===== src/rtl/pixel_layer_arbiter_if.sv =====
// rtl/pixel_layer_arbiter_if.sv - pixel/layer bus between the video timing source and the layer arbiter
interface pixel_layer_arbiter_if;
  logic       pix_valid_in;
  logic       video_on;
  logic       frame_start;
  logic [4:0] hud_cl;
  logic [4:0] bul_cl;
  logic [4:0] ship_cl;
  logic [4:0] ast_cl;
  logic       ship_blink;
  logic [4:0] cl_frm_log;
  logic       pix_valid_out;
  logic [1:0] layer_id;
  logic       coll_ship;
  logic       coll_bullet;

  // Pixel source side
  modport master (
    output pix_valid_in, video_on, frame_start,
    output hud_cl, bul_cl, ship_cl, ast_cl, ship_blink,
    input  cl_frm_log, pix_valid_out, layer_id, coll_ship, coll_bullet
  );

  // Arbiter side
  modport slave (
    input  pix_valid_in, video_on, frame_start,
    input  hud_cl, bul_cl, ship_cl, ast_cl, ship_blink,
    output cl_frm_log, pix_valid_out, layer_id, coll_ship, coll_bullet
  );
endinterface


===== src/rtl/pixel_layer_arbiter.sv =====
// rtl/pixel_layer_arbiter.sv - two-stage sprite layer priority compositor with frame collision flags (optional ship blink: SHIP_BLINK_EN)
module pixel_layer_arbiter #(
  parameter logic [4:0] BG_CODE    = 5'b00000,
  parameter int         BLINK_HALF = 8
) (
  input  logic                        clk,
  input  logic                        rst_n,
  pixel_layer_arbiter_if.slave        bus
);

  logic       w_ship_mask;

`ifdef SHIP_BLINK_EN
  localparam logic [8:0] L_WRAP = 9'(2 * BLINK_HALF - 1);
  localparam logic [8:0] L_HALF = 9'(BLINK_HALF);

  logic [7:0] r_frm_cnt;

  // Frame counter: advances per frame, wraps after a full blink period
  always_ff @(posedge clk or negedge rst_n) begin
    if (!rst_n) begin
      r_frm_cnt <= 8'd0;
    end else if (bus.frame_start) begin
      if ({1'b0, r_frm_cnt} == L_WRAP) r_frm_cnt <= 8'd0;
      else                             r_frm_cnt <= r_frm_cnt + 8'd1;
    end
  end

  assign w_ship_mask = bus.ship_blink && ({1'b0, r_frm_cnt} >= L_HALF);
`else
  logic w_unused_blink;
  assign w_ship_mask    = 1'b0;
  assign w_unused_blink = ^{bus.ship_blink, BLINK_HALF[7:0]};
`endif

  logic       r_s1_valid;
  logic [4:0] r_s1_hud;
  logic [4:0] r_s1_bul;
  logic [4:0] r_s1_ship;
  logic [4:0] r_s1_ast;

  // Stage 1: capture layer codes; blanking and ship mask turn layers empty
  always_ff @(posedge clk or negedge rst_n) begin
    if (!rst_n) begin
      r_s1_valid <= 1'b0;
      r_s1_hud   <= BG_CODE;
      r_s1_bul   <= BG_CODE;
      r_s1_ship  <= BG_CODE;
      r_s1_ast   <= BG_CODE;
    end else begin
      r_s1_valid <= bus.pix_valid_in;
      if (bus.pix_valid_in) begin
        r_s1_hud  <= bus.video_on ? bus.hud_cl : BG_CODE;
        r_s1_bul  <= bus.video_on ? bus.bul_cl : BG_CODE;
        r_s1_ship <= (bus.video_on && !w_ship_mask) ? bus.ship_cl : BG_CODE;
        r_s1_ast  <= bus.video_on ? bus.ast_cl : BG_CODE;
      end
    end
  end

  logic [4:0] w_win_cl;
  logic [1:0] w_win_id;

  // Fixed priority select: HUD over bullet over ship over asteroid
  always_comb begin
    w_win_cl = BG_CODE;
    w_win_id = 2'd0;
    if (r_s1_hud != BG_CODE) begin
      w_win_cl = r_s1_hud;
      w_win_id = 2'd3;
    end else if (r_s1_bul != BG_CODE) begin
      w_win_cl = r_s1_bul;
      w_win_id = 2'd2;
    end else if (r_s1_ship != BG_CODE) begin
      w_win_cl = r_s1_ship;
      w_win_id = 2'd1;
    end else if (r_s1_ast != BG_CODE) begin
      w_win_cl = r_s1_ast;
      w_win_id = 2'd0;
    end
  end

  // Stage 2: register the winner only for a real pixel so outputs hold between strobes
  always_ff @(posedge clk or negedge rst_n) begin
    if (!rst_n) begin
      bus.cl_frm_log    <= BG_CODE;
      bus.layer_id      <= 2'd0;
      bus.pix_valid_out <= 1'b0;
    end else begin
      bus.pix_valid_out <= r_s1_valid;
      if (r_s1_valid) begin
        bus.cl_frm_log <= w_win_cl;
        bus.layer_id   <= w_win_id;
      end
    end
  end

  // Overlap is judged on raw layer presence, independent of who won priority
  logic w_hit_ship;
  logic w_hit_bul;
  assign w_hit_ship = r_s1_valid && (r_s1_ship != BG_CODE) && (r_s1_ast != BG_CODE);
  assign w_hit_bul  = r_s1_valid && (r_s1_bul  != BG_CODE) && (r_s1_ast != BG_CODE);

  logic r_acc_ship;
  logic r_acc_bul;

  // Collision accumulators; a frame boundary publishes them, including the pixel at the boundary
  always_ff @(posedge clk or negedge rst_n) begin
    if (!rst_n) begin
      r_acc_ship      <= 1'b0;
      r_acc_bul       <= 1'b0;
      bus.coll_ship   <= 1'b0;
      bus.coll_bullet <= 1'b0;
    end else if (bus.frame_start) begin
      bus.coll_ship   <= r_acc_ship | w_hit_ship;
      bus.coll_bullet <= r_acc_bul  | w_hit_bul;
      r_acc_ship      <= 1'b0;
      r_acc_bul       <= 1'b0;
    end else begin
      r_acc_ship <= r_acc_ship | w_hit_ship;
      r_acc_bul  <= r_acc_bul  | w_hit_bul;
    end
  end

endmodule


===== src/flat_wrapper.sv =====
// flat-port wrapper written by rule: the top's interface ports become plain ports
module pixel_layer_arbiter_flat 
#(
  parameter logic [4:0] BG_CODE    = 5'b00000,
  parameter int         BLINK_HALF = 8
)
  (clk, rst_n, bus_pix_valid_in, bus_video_on, bus_frame_start, bus_hud_cl, bus_bul_cl, bus_ship_cl, bus_ast_cl, bus_ship_blink, bus_cl_frm_log, bus_pix_valid_out, bus_layer_id, bus_coll_ship, bus_coll_bullet);
  pixel_layer_arbiter_if bus_i ();
  input  logic clk;
  input  logic rst_n;
  input wire logic [$bits(bus_i.pix_valid_in)-1:0] bus_pix_valid_in;
  input wire logic [$bits(bus_i.video_on)-1:0] bus_video_on;
  input wire logic [$bits(bus_i.frame_start)-1:0] bus_frame_start;
  input wire logic [$bits(bus_i.hud_cl)-1:0] bus_hud_cl;
  input wire logic [$bits(bus_i.bul_cl)-1:0] bus_bul_cl;
  input wire logic [$bits(bus_i.ship_cl)-1:0] bus_ship_cl;
  input wire logic [$bits(bus_i.ast_cl)-1:0] bus_ast_cl;
  input wire logic [$bits(bus_i.ship_blink)-1:0] bus_ship_blink;
  output wire logic [$bits(bus_i.cl_frm_log)-1:0] bus_cl_frm_log;
  output wire logic [$bits(bus_i.pix_valid_out)-1:0] bus_pix_valid_out;
  output wire logic [$bits(bus_i.layer_id)-1:0] bus_layer_id;
  output wire logic [$bits(bus_i.coll_ship)-1:0] bus_coll_ship;
  output wire logic [$bits(bus_i.coll_bullet)-1:0] bus_coll_bullet;
  assign bus_i.pix_valid_in = bus_pix_valid_in;
  assign bus_i.video_on = bus_video_on;
  assign bus_i.frame_start = bus_frame_start;
  assign bus_i.hud_cl = bus_hud_cl;
  assign bus_i.bul_cl = bus_bul_cl;
  assign bus_i.ship_cl = bus_ship_cl;
  assign bus_i.ast_cl = bus_ast_cl;
  assign bus_i.ship_blink = bus_ship_blink;
  assign bus_cl_frm_log = bus_i.cl_frm_log;
  assign bus_pix_valid_out = bus_i.pix_valid_out;
  assign bus_layer_id = bus_i.layer_id;
  assign bus_coll_ship = bus_i.coll_ship;
  assign bus_coll_bullet = bus_i.coll_bullet;
  pixel_layer_arbiter #(.BG_CODE(BG_CODE), .BLINK_HALF(BLINK_HALF)) u_core (.clk(clk), .rst_n(rst_n), .bus(bus_i));
endmodule

===== config.mk =====
export PLATFORM = sky130hd
export DESIGN_NAME = pixel_layer_arbiter_flat
export DESIGN_NICKNAME = d
export VERILOG_FILES = /design/src/rtl/pixel_layer_arbiter_if.sv /design/src/rtl/pixel_layer_arbiter.sv /design/src/flat_wrapper.sv
export SDC_FILE = /design/constraint.sdc
export NUM_CORES = 1
export LEC_CHECK = 0
export CORE_MARGIN = 3
export CORE_UTILIZATION = 48
export DETAILED_ROUTE_END_ITERATION = 16
export GPL_TIMING_DRIVEN = 0
export PLACE_DENSITY = 0.77
export SLEW_MARGIN = 40
export SYNTH_ARGS = -nofsm -noshare
export SYNTH_HDL_FRONTEND = slang
export SYNTH_SLANG_ARGS = --single-unit

===== constraint.sdc =====
create_clock -name clk -period 3.05 [get_ports clk]
set_input_delay 0.61 -clock clk [delete_from_list [all_inputs] [get_ports clk]]
set_output_delay 0.61 -clock clk [all_outputs]
set_load 0.05 [all_outputs]

==> results.yml <==
setup_path:
  crit_required_ns: 2.44
  cp_top_family: "buffers and inverters"
  crit-reg2reg-launch: "u_core.r_s1_hud[0]"
  critical-path-max-stage-delay_ns: 0.81
  setup.worst_path.class: "reg2out"
  critical_path.max_fanout: 2
  worst_setup_path_end_kind: "output port"
  critical-path-slowest-cell: "clkdlybuf4s50_1"
  worst_setup_path_start_kind: "flip-flop"
  critical_path.startpoint: "u_core.bus.coll_ship"
  cp_num_buf_inv: 1
  cp_data_arrival_time_ns: 1.51
  crit_chain: "clkdlybuf4s50_1"
route:
  final_antenna_net_count: 0
  drcViolationCount: 0
  vias_per_cell: 5.75
  drt_pre_antenna_iters: 4
  first_iter_violations: 66
  detail_route.wl_per_cell_um: 15.7
  via_count: 1265
  route.final.wire_length_um: 3460
synthesis:
  synth_xor_area_share_pct: 0
  synth_top_family_by_area: "compound AO/OA/AOI/OAI gates"
  syn-num-nets: 175
  yosysUniqueCellTypes: 24
  synth.cell_area_um2: 1410
  synthesized_area_per_cell_um2: 9.49
  synth_compound_area_share_pct: 18.1
  multiplexer_share_of_the_synthesized_area_pct: 0
  number_of_flip_flops_and_latches_in_the_synthesized_netlist: 33
  synth.yosys.seq_area_share_pct: 58.4
  synth-simple-area-share_pct: 15.5
  postSynthCellCount: 149
  ys.warnings.count: 0
  synth_fa_ha_area_share_pct: 0
power_and_ir_drop:
  cellInternalPower_w: 0.000685
  power.total_w: 0.00100
  power_density_nw_per_um2: 546
  netSwitchingFraction_pct: 31.6
  power_frac_clock_pct: 24.3
  power.share.combinational_pct: 25.0
  power.leakage_nw: 0.783
  p_seq_share_pct: 50.6
  vdd_drop_max_mv: 0.482
  switching_power_w: 0.000316
layout:
  most-common-layout-cells: "33 x dfrtp_1, 32 x clkdlybuf4s50_1, 21 x o21ai_0"
  area_delta_synth_final_pct: 29.6
  finish.net_count: 215
  antenna-diode-count: 0
  nFillCells: 241
  layoutNonFillerInstCount: 220
  layout_commonest_cell: "dfrtp_1"
  layout-drive-gt1-share_pct: 6.35
cts:
  cts_setup_buffers: 0
  htreeDepth: 2
  clock_latency_reported_for_the_late_side_of_the_worst_skew_pair_ns: 0.33
  cts-buffers-inserted: 5
  cts_hold_buf: 0
  tritoncts_clock_tree: "yes"
  cts_sinks: 33
  clock-root-buffer: "clkbuf_4"
  post_cts_resized: 0
  worst_setup_hold_path_clk_slew_ns: 0.09
  cts-root-to-sink-buffers: 2
floorplanning:
  fp.dieH_um: 60.3
  io_pins: 36
  dieArea_um2: 3630
  floorplan.initialDensity_pct: 50.8
  dieWidth_um: 60.3
  fp.coreArea_um2: 2780
  rows: 19
timing:
  final.period_utilization_pct: 69.5
  timing.clock.skew_ns: 0.00598
  tightestPinTransition_ns: 0.681
  finalMaxSlewViolations: 0
  timing.hold.ws_ns: 0.310
  setup_viol: 0
  report.final.hold_viol_count: 0
  max_clock_freq_ghz: 0.472
  final.setup.tns_ns: 0
  timing.max_slew.rel_slack_pct: 54.6
  period_minus_slack_ns: 2.12
  post-route-worst-setup-slack_ns: 0.929
  rsz0062_at_grt: "false"
grt:
  grt.total_usage_pct: 22.1
  met1_usage_pct: 26.3
  use_met2_pct: 34.7
  initial_antenna_violation_count: 0
  grt_use_met3_pct: 5.83
  grt_start_max_net_pins: 34
  grt_overflow: 0
  number_of_global_route_vias_before_repair: 1282
  grt_first_pass_wirelength_um: 5600
  grt-busiest-layer: "met2"
place:
  port_buffers: 33
  dp.final_hpwl_um: 2660
  pre_cts_ws_ns: 1.09
  dp_cells: 213
  placer_congestion_estimate: 0.868
hold_path:
  worst_hold_path_type: "in2async"
status:
  status: "complete, no violations"
job:
  cap_violations: 0
[Yosys cell counts]
library cell,count,area (µm²)
a21boi_0,1,7.51
a21oi_1,4,20.0
a31o_1,1,8.76
a31oi_1,5,31.3
a41oi_1,2,17.5
and2_2,1,7.51
and3_1,1,6.26
buf_1,1,3.75
buf_2,1,5.00
buf_4,1,7.51
clkbuf_1,6,22.5
dfrtp_1,33,826
inv_1,20,75.1
nand2_1,3,11.3
nand3_1,20,100
nand3_2,1,10.0
nor2_1,13,48.8
nor2_2,1,6.26
nor3_1,3,15.0
nor4_1,1,6.26
o21ai_0,21,105
o22ai_1,4,25.0
o311a_1,4,40.0
or4_1,1,7.51
[layer usage]
metal,wire (µm),vias up
li1,-,601
met4,90,0
met3,215,7
met2,1770,58
met5,0,-
met1,1380,599
[power groups by stage]
| stage | registers (W) | logic [W] | clock network, W |
|---|---|---|---|
| final | 0.000507 | 0.000250 | 0.000243 |
| after global routing | 0.000512 | 0.000271 | 0.000276 |
| after CTS | 0.000507 | 0.000251 | 0.000246 |
| after detailed placement | 0.000516 | 0.000250 | 0 |
| after global placement | 0.000512 | 0.000245 | 0 |
| after floorplan | 0.000574 | 0.0000846 | 0 |
[path summary, 6_finish.rpt]
kind	endpoint	slack, ns	depth (start not counted)
min	u_core.r_s1_hud[0]	0.31	1
min in group clk	u_core.bus.pix_valid_out	0.39	0
min reg2reg	u_core.bus.pix_valid_out	0.39	0
max in group asynchronous	u_core.r_s1_ship[1]	2.30	1
max	bus_coll_ship	0.93	1
max reg2reg	u_core.bus.cl_frm_log[4]	1.42	5
[state kept, by name, summed over array words and instances, names as in the netlist, 2 cells and up]
name and flops:
u_core.r_s1_ast 5, u_core.r_s1_bul 5, u_core.bus.layer_id 2, u_core.r_s1_ship 5, u_core.bus.cl_frm_log 5, u_core.r_s1_hud 5
[cell families (layout without fill, tap and decap cells)]
logic type,after synthesis,count (layout)
buffers and inverters,29,69
AOI/OAI and AO/OA,42,42
and+or+nand+nor,45,45
DFF,33,33
[final cells by class]
cell class	count	area [µm²]	share of cell area, %
plain buffers	9	38.8	2.12
clock buffers	7	55.1	3.00
inverters	20	75.1	4.10
multi-input cells	87	474	25.9
flip-flops and latches	33	826	45.1
well taps	31	38.8	2.12
repair buffers	33	325	17.7
[stage by stage]
stage,utilization (%),area [µm²]
finish,65.9,1830
CTS,65.9,1830
global placement,64.1,1780
global route,65.9,1830
floorplan,-,1410
detailed placement,63.9,1780
(Power assumes the default switching activity.)
